===== src/rtl/pcm_feed_scheduler_if.sv =====
// -----------------------------------------------------------------------------
// pcm_feed_scheduler_if
//
// Bundles the two streaming handshakes around the PCM feed scheduler:
//   source side    : in_sample / in_valid  (to scheduler), in_ready (from it)
//   modulator side : mod_sample / mod_valid (from scheduler), mod_ready (to it)
//
// Modports:
//   slave  - the scheduler itself (consumes source data, drives the modulator)
//   master - the environment (PCM source plus modulator consumption strobe)
// -----------------------------------------------------------------------------
interface pcm_feed_scheduler_if #(
   parameter int SAMPLE_WIDTH = 24
);

   logic [SAMPLE_WIDTH-1:0] in_sample;
   logic                    in_valid;
   logic                    in_ready;
   logic [SAMPLE_WIDTH-1:0] mod_sample;
   logic                    mod_valid;
   logic                    mod_ready;

   modport master (
      output in_sample,
      output in_valid,
      output mod_ready,
      input  in_ready,
      input  mod_sample,
      input  mod_valid
   );

   modport slave (
      input  in_sample,
      input  in_valid,
      input  mod_ready,
      output in_ready,
      output mod_sample,
      output mod_valid
   );

endinterface


===== src/rtl/pcm_feed_scheduler.sv =====
// -----------------------------------------------------------------------------
// pcm_feed_scheduler
//
// Feeds signed PCM into the delta-sigma modulator. Incoming samples are
// buffered in a small FIFO; playback starts once the FIFO reaches a prefill
// level. One sample is handed over per modulator consumption strobe, scaled by
// a linear gain ramp that fades in on start and fades out on stop so that the
// modulator never sees a step. Strobes that find the FIFO empty while playing
// are counted as underruns.
//
// Ports:
//   clk, rst        - clock, synchronous active-high reset
//   enable          - level: 1 = play, 0 = stop with fade-out
//   bus (slave)     - in_sample/in_valid/in_ready from the source,
//                     mod_sample/mod_valid/mod_ready to the modulator
//   state           - 0 IDLE, 1 PREFILL, 2 RUN, 3 FADE
//   fifo_level      - current FIFO occupancy
//   underrun_count  - saturating count of empty-FIFO strobes in RUN
// -----------------------------------------------------------------------------
module pcm_feed_scheduler #(
   parameter int SAMPLE_WIDTH = 24,
   parameter int FIFO_DEPTH   = 16,
   parameter int PREFILL      = 8,
   parameter int RAMP_STEPS   = 64,
   localparam int LEVEL_WIDTH = $clog2(FIFO_DEPTH + 1)
) (
   input  logic                   clk,
   input  logic                   rst,
   input  logic                   enable,
   pcm_feed_scheduler_if.slave    bus,
   output logic [1:0]             state,
   output logic [LEVEL_WIDTH-1:0] fifo_level,
   output logic [15:0]            underrun_count
);

   localparam int ADDR_WIDTH = (FIFO_DEPTH > 1) ? $clog2(FIFO_DEPTH) : 1;
   localparam int RAMP_LOG2  = $clog2(RAMP_STEPS);
   localparam int GAIN_WIDTH = RAMP_LOG2 + 1;
   localparam int PROD_WIDTH = SAMPLE_WIDTH + RAMP_LOG2 + 1;

   typedef enum logic [1:0] {
      ST_IDLE    = 2'd0,
      ST_PREFILL = 2'd1,
      ST_RUN     = 2'd2,
      ST_FADE    = 2'd3
   } state_t;

   state_t                   state_q, state_d;
   logic [ADDR_WIDTH-1:0]    rd_ptr_q, rd_ptr_d;
   logic [ADDR_WIDTH-1:0]    wr_ptr_q, wr_ptr_d;
   logic [LEVEL_WIDTH-1:0]   level_q, level_d;
   logic [GAIN_WIDTH-1:0]    gain_q, gain_d;
   logic [SAMPLE_WIDTH-1:0]  mod_sample_q, mod_sample_d;
   logic                     mod_valid_q;
   logic [15:0]              underrun_q, underrun_d;
   logic [SAMPLE_WIDTH-1:0]  mem_q [FIFO_DEPTH];

   logic                     full;
   logic                     not_empty;
   logic                     in_ready;
   logic                     push;
   logic                     pop;
   logic                     flush;
   logic [GAIN_WIDTH-1:0]    gain_next;
   logic [SAMPLE_WIDTH-1:0]  scale_in;
   logic signed [PROD_WIDTH-1:0] head_ext;
   logic signed [PROD_WIDTH-1:0] gain_ext;
   logic [SAMPLE_WIDTH-1:0]  scaled;

   // Acceptance is decoded from the registered level only, so a full FIFO
   // refuses a push even in a cycle where it also pops.
   always_comb begin
      full      = (level_q == LEVEL_WIDTH'(FIFO_DEPTH));
      not_empty = (level_q != '0);
      in_ready  = (state_q != ST_IDLE) && !full;
      push      = bus.in_valid && in_ready;
   end

   // Gain the next strobe would apply: climbing and clamped at unity while
   // playing, falling and clamped at zero while fading. An empty FIFO during
   // a fade feeds silence through the same scaling path.
   always_comb begin
      gain_next = gain_q;
      if (state_q == ST_RUN) begin
         if (gain_q != GAIN_WIDTH'(RAMP_STEPS)) begin
            gain_next = gain_q + GAIN_WIDTH'(1);
         end
      end else if (gain_q != '0) begin
         gain_next = gain_q - GAIN_WIDTH'(1);
      end
      scale_in = not_empty ? mem_q[rd_ptr_q] : '0;
   end

   // Signed sample times unsigned gain, arithmetic shift (floor) by the ramp
   // length. Gain equal to RAMP_STEPS is exact unity, so the truncation back
   // to the sample width never loses significant bits.
   assign head_ext = {{(RAMP_LOG2 + 1){scale_in[SAMPLE_WIDTH-1]}}, scale_in};
   assign gain_ext = {{SAMPLE_WIDTH{1'b0}}, gain_next};
   assign scaled   = SAMPLE_WIDTH'((head_ext * gain_ext) >>> RAMP_LOG2);

   // Sequencing: a strobe is always handled under the state it arrives in,
   // and any state change decided in the same cycle lands on the same edge.
   // Returning to IDLE discards whatever is still buffered.
   always_comb begin
      state_d      = state_q;
      gain_d       = gain_q;
      mod_sample_d = mod_sample_q;
      underrun_d   = underrun_q;
      pop          = 1'b0;
      flush        = 1'b0;

      case (state_q)
         ST_IDLE: begin
            if (enable) begin
               state_d = ST_PREFILL;
            end
         end

         ST_PREFILL: begin
            if (!enable) begin
               state_d = ST_IDLE;
               flush   = 1'b1;
            end else if (level_q >= LEVEL_WIDTH'(PREFILL)) begin
               state_d = ST_RUN;
            end
         end

         ST_RUN: begin
            if (bus.mod_ready) begin
               gain_d = gain_next;
               if (not_empty) begin
                  pop          = 1'b1;
                  mod_sample_d = scaled;
               end else begin
                  mod_sample_d = '0;
                  if (underrun_q != 16'hFFFF) begin
                     underrun_d = underrun_q + 16'd1;
                  end
               end
            end
            if (!enable) begin
               state_d = ST_FADE;
            end
         end

         ST_FADE: begin
            if (bus.mod_ready) begin
               gain_d       = gain_next;
               pop          = not_empty;
               mod_sample_d = scaled;
            end
            // Completing the fade wins over a simultaneous re-enable; the
            // source then restarts through PREFILL.
            if (bus.mod_ready && (gain_next == '0)) begin
               state_d = ST_IDLE;
               flush   = 1'b1;
            end else if (enable) begin
               state_d = ST_RUN;
            end
         end

         default: begin
            state_d = ST_IDLE;
            flush   = 1'b1;
         end
      endcase
   end

   // FIFO bookkeeping. A flush overrides any push or pop in the same cycle.
   always_comb begin
      rd_ptr_d = rd_ptr_q;
      wr_ptr_d = wr_ptr_q;
      level_d  = level_q;
      if (flush) begin
         rd_ptr_d = '0;
         wr_ptr_d = '0;
         level_d  = '0;
      end else begin
         if (pop) begin
            rd_ptr_d = rd_ptr_q + ADDR_WIDTH'(1);
         end
         if (push) begin
            wr_ptr_d = wr_ptr_q + ADDR_WIDTH'(1);
         end
         if (push && !pop) begin
            level_d = level_q + LEVEL_WIDTH'(1);
         end else if (pop && !push) begin
            level_d = level_q - LEVEL_WIDTH'(1);
         end
      end
   end

   // State and control registers. mod_valid rises on the first edge after
   // reset and stays high from then on.
   always_ff @(posedge clk) begin
      if (rst) begin
         state_q      <= ST_IDLE;
         rd_ptr_q     <= '0;
         wr_ptr_q     <= '0;
         level_q      <= '0;
         gain_q       <= '0;
         mod_sample_q <= '0;
         mod_valid_q  <= 1'b0;
         underrun_q   <= '0;
      end else begin
         state_q      <= state_d;
         rd_ptr_q     <= rd_ptr_d;
         wr_ptr_q     <= wr_ptr_d;
         level_q      <= level_d;
         gain_q       <= gain_d;
         mod_sample_q <= mod_sample_d;
         mod_valid_q  <= 1'b1;
         underrun_q   <= underrun_d;
      end
   end

   // Sample storage needs no reset; occupancy is tracked by the pointers.
   always_ff @(posedge clk) begin
      if (push) begin
         mem_q[wr_ptr_q] <= bus.in_sample;
      end
   end

   assign bus.in_ready    = in_ready;
   assign bus.mod_sample  = mod_sample_q;
   assign bus.mod_valid   = mod_valid_q;
   assign state           = state_q;
   assign fifo_level      = level_q;
   assign underrun_count  = underrun_q;

endmodule


===== src/flat_wrapper.sv =====
// flat-port wrapper written by rule: the top's interface ports become plain ports
module pcm_feed_scheduler_flat 
#(
   parameter int SAMPLE_WIDTH = 24,
   parameter int FIFO_DEPTH   = 16,
   parameter int PREFILL      = 8,
   parameter int RAMP_STEPS   = 64,
   localparam int LEVEL_WIDTH = $clog2(FIFO_DEPTH + 1)
)
  (clk, rst, enable, state, fifo_level, underrun_count, bus_in_sample, bus_in_valid, bus_mod_ready, bus_in_ready, bus_mod_sample, bus_mod_valid);
  pcm_feed_scheduler_if #(.SAMPLE_WIDTH(SAMPLE_WIDTH)) bus_i ();
  input  logic clk;
  input  logic rst;
  input  logic enable;
  output logic [1:0] state;
  output logic [LEVEL_WIDTH-1:0] fifo_level;
  output logic [15:0] underrun_count;
  input wire logic [$bits(bus_i.in_sample)-1:0] bus_in_sample;
  input wire logic [$bits(bus_i.in_valid)-1:0] bus_in_valid;
  input wire logic [$bits(bus_i.mod_ready)-1:0] bus_mod_ready;
  output wire logic [$bits(bus_i.in_ready)-1:0] bus_in_ready;
  output wire logic [$bits(bus_i.mod_sample)-1:0] bus_mod_sample;
  output wire logic [$bits(bus_i.mod_valid)-1:0] bus_mod_valid;
  assign bus_i.in_sample = bus_in_sample;
  assign bus_i.in_valid = bus_in_valid;
  assign bus_i.mod_ready = bus_mod_ready;
  assign bus_in_ready = bus_i.in_ready;
  assign bus_mod_sample = bus_i.mod_sample;
  assign bus_mod_valid = bus_i.mod_valid;
  pcm_feed_scheduler #(.SAMPLE_WIDTH(SAMPLE_WIDTH), .FIFO_DEPTH(FIFO_DEPTH), .PREFILL(PREFILL), .RAMP_STEPS(RAMP_STEPS)) u_core (.clk(clk), .rst(rst), .enable(enable), .bus(bus_i), .state(state), .fifo_level(fifo_level), .underrun_count(underrun_count));
endmodule

===== config.mk =====
export PLATFORM = sky130hd
export DESIGN_NAME = pcm_feed_scheduler_flat
export DESIGN_NICKNAME = d
export VERILOG_FILES = /design/src/rtl/pcm_feed_scheduler_if.sv /design/src/rtl/pcm_feed_scheduler.sv /design/src/flat_wrapper.sv
export SDC_FILE = /design/constraint.sdc
export NUM_CORES = 1
export LEC_CHECK = 0
export ABC_AREA = 1
export CAP_MARGIN = 20
export CORE_AREA = 2 2 195 197
export CTS_CLUSTER_SIZE = 8
export DETAILED_ROUTE_END_ITERATION = 10
export DIE_AREA = 0 0 197 199
export HOLD_SLACK_MARGIN = 0.1
export PLACE_DENSITY = 0.79
export REMOVE_ABC_BUFFERS = 1
export SETUP_SLACK_MARGIN = 0.15
export SLEW_MARGIN = 15
export SYNTH_ARGS = -nofsm -noshare
export SYNTH_HDL_FRONTEND = slang
export SYNTH_SLANG_ARGS = --single-unit

===== constraint.sdc =====
create_clock -name clk -period 15.6 [get_ports clk]
set_clock_uncertainty 0.15 [all_clocks]
set_input_delay 3.9 -clock clk [delete_from_list [all_inputs] [get_ports clk]]
set_output_delay 3.9 -clock clk [all_outputs]
set_load 0.03 [all_outputs]

==> run metrics <==
final hold viol count=0; Worst setup EP type=flop; drt via density=6.16; post-synthesis mux area share=0%; sequential share of the synthesized area=53.8%; Synth warnings=0; cts bufs inserted=66; final worst-path cycle share=49.0%; largest cells by area after synthesis=edfxtp_1 48%, fa_1 10%, nor2_1 5.9%, dfxtp_1 5.6%, nand2_1 4.4%; Core Footprint=between 30000 and 40000 sq um; Core Util, Final=72.6%; chip height=199 microns; setup-violating endpoint count in the final report=0; switching share of power=about a third; unrepaired setup endpoints after global routing=no; CTS root buf=clkbuf_16; flip-flop and latch area=around 13000 sq um; CP Max Fanout=109; die area=~39000 sq um; Internal=2.47 mW; vias in the first global route=17.3k; FILL cells=roughly 2.5k; Nets=2573; ANT nets after route=0; Synth Area in Compound Gates=~11%; final WL=a little under 60000 microns; Data required, critical path=15.95 ns; PortBufs=77; IO Pins=78; first-pass GRT wire length=91600 microns; Post-Synthesis Cell Area=23900 sq um; H-tree depth=3; DRT Pass-1 Iters=7; DR iter-0 viols=1760; commonest non-fill, non-tap cells in the layout=384 x edfxtp_1, 359 x nor2_1, 281 x nand2_1, 222 x inv_1, 192 x o21ai_0; VDD IR-drop max=~0.00012 V; crit path max-delay cell type=inv_4; worst stage delay on the critical path=0.84 ns; Slew Limit Fails=0; Fmax achieved=roughly 130 MHz; syn avg cell area=10.5 sq um; wire per inst=20.5 microns; synthesized flop and latch total=451; setup ws final=a little under 8 ns; GP Congestion=0.905; Mapped Cells=2284; antenna violations before repair=1; combinational share of power=between 20 and 30%; cell seen most often among critical-path stages=nand2_1; post-CTS setup buffers=0; min Tclk post-route=7.65 ns; HPWL Detailed=34900 microns; Post-Place Worst Slack=8.11 ns; cts hold-fix bufs=0; MaxCap Viol Count=0; most common library cell in the layout ignoring fill and taps=edfxtp_1; Worst-Margin Slew=1.06 ns; WP buf/inv=4; synthesis-to-finish area growth=12.7%; ys async rst share=0%; Max Buffers Root-to-Sink=3; pwr dens=137 nW/um^2; Synth Area in XOR/XNOR=1.03%; TritonCTS Sinks=451; Worst-path clk slew=approximately 0.050 ns; post-synth top area cell=edfxtp_1; Core Rows=71; footprint of the multi-input gates=9730 sq um; initial core utilization=64.4%; layout cells sized above 1=roughly 8%; grt total ovfl=0; CP delay by family, top=adder cells; largest family of logic cells by synthesized area=simple AND/OR/NAND/NOR gates; Switch Pwr=around 1.2 mW; critical path class=reg -> reg; number of synthesized flops with an enable pin=around 380; Sequential Power Share=36.4%; Post-Synth Simple-Gate Area=~15%; Worst Setup Start Kind=flop; top_reg_cell synth=edfxtp_1; Diodes inserted=0; pin count of the biggest net entering global routing=110; via count=between 15k and 20k; Synth cell types=54; Clock Latency Late Sink=0.59 ns; clock power share=35.0%; status=finished clean; post-synth top area share=48.2%; Setup Total Neg Slack=0 ns; hold crit path type=reg -> reg; Slew headroom=29.5%; P_leak=around 10 nW; CTS tree=done; CP Data Arrival Time=8.01 ns; GRT Total Usage=30.4%; Post-Synth Adder-Cell Area=13.7%; residual DRC count=0; post-CTS sizing=0; Die X=~200 microns
## cell type report
type	count	area share (%)
Multi-Input combinational cell	1493	36.1
Clock inverter	6	0.529
Sequential cell	451	47.8
Timing Repair Buffer	107	3.69
Tap cell	474	2.20
Inverter	235	3.28
Clock buffer	75	6.41
## worst min-delay path, cell delays in order, from the launching register on
cell and delay, ns:
dfxtp_1 0.30, nand2_1 0.06, a21oi_1 0.05
## path summary, 6_finish.rpt
kind	startpoint	end	slack, ns	cells past startpoint
worst min-delay path	u_core.bus.mod_sample[19]	u_core.bus.mod_sample[19]	0.31	2
worst max register to register	flop	u_core.bus.mod_sample[9]	7.95	25
worst max-delay path	flop	u_core.bus.mod_sample[9]	7.95	25
worst min register to register	u_core.bus.mod_sample[19]	u_core.bus.mod_sample[19]	0.31	2
## registers in the layout, summed over array words and instances (netlist names), named ones only
register               count
u_core.gain_q              7
u_core.wr_ptr_q            4
u_core.rd_ptr_q            4
u_core.underrun_count     16
u_core.bus.mod_valid       1
u_core.bus.mod_sample     24
u_core.mem_q             384
u_core.state               2
u_core.fifo_level          5
## power by group through the flow
stage                     combinational, mW  sequential, mW  clock [mW]
after detailed placement               1.05            1.37           0
after CTS                              1.06            1.35        1.31
after floorplan                       0.739            1.38           0
final                                  1.06            1.35        1.29
after global routing                   1.20            1.35        1.36
after global placement                 1.02            1.37           0
## cell families (layout without fill, tap and decap cells)
kind of cell / after synthesis / in the layout
AO/OA/AOI/OAI: 432 / 432
XOR/XNOR: 28 / 28
adder cells (fa/ha/maj): 190 / 190
buffers and inverters: 340 / 423
flip-flops: 451 / 451
AND/OR/NAND/NOR: 843 / 843
## metrics by stage
stage,std cells,instance area (sq um),hold WS [ns],power (mW)
final,2841,27000,0.312,3.70
after CTS,2841,27000,0.314,3.71
after global placement,2760,25100,0.301,2.39
after floorplan,2179,23400,0.322,2.12
after detailed placement,2760,25100,0.306,2.42
after global routing,2841,27000,0.341,3.91
## Yosys cell counts, types with 5 or more instances
| cell | number |
|---|---|
| o22ai_1 | 14 |
| dfxtp_1 | 67 |
| o21ai_1 | 10 |
| xnor2_1 | 6 |
| a21boi_0 | 5 |
| nand2_2 | 24 |
| a21oi_1 | 96 |
| nor2_1 | 375 |
| o21ai_0 | 192 |
| nor3_1 | 11 |
| nand4_1 | 11 |
| fa_1 | 121 |
| a31oi_1 | 15 |
| buf_2 | 24 |
| ha_1 | 69 |
| or2_2 | 5 |
| nand3_1 | 101 |
| inv_2 | 9 |
| o221ai_1 | 60 |
| inv_1 | 222 |
| edfxtp_1 | 384 |
| clkbuf_1 | 69 |
| a32o_1 | 13 |
| xor2_1 | 22 |
| nand2_1 | 281 |
| and3_1 | 9 |
## routing by layer
layer  routed length (microns)  track usage, %  part of all wire [%]
met1                     22500            38.8                    39
met2                     28700            51.1                    49
met3                      5100            5.24                   8.8
met4                      1990            14.0                   3.4
met5                        16               0                 0.027
Note: power is estimated with default switching activity, not from simulation.
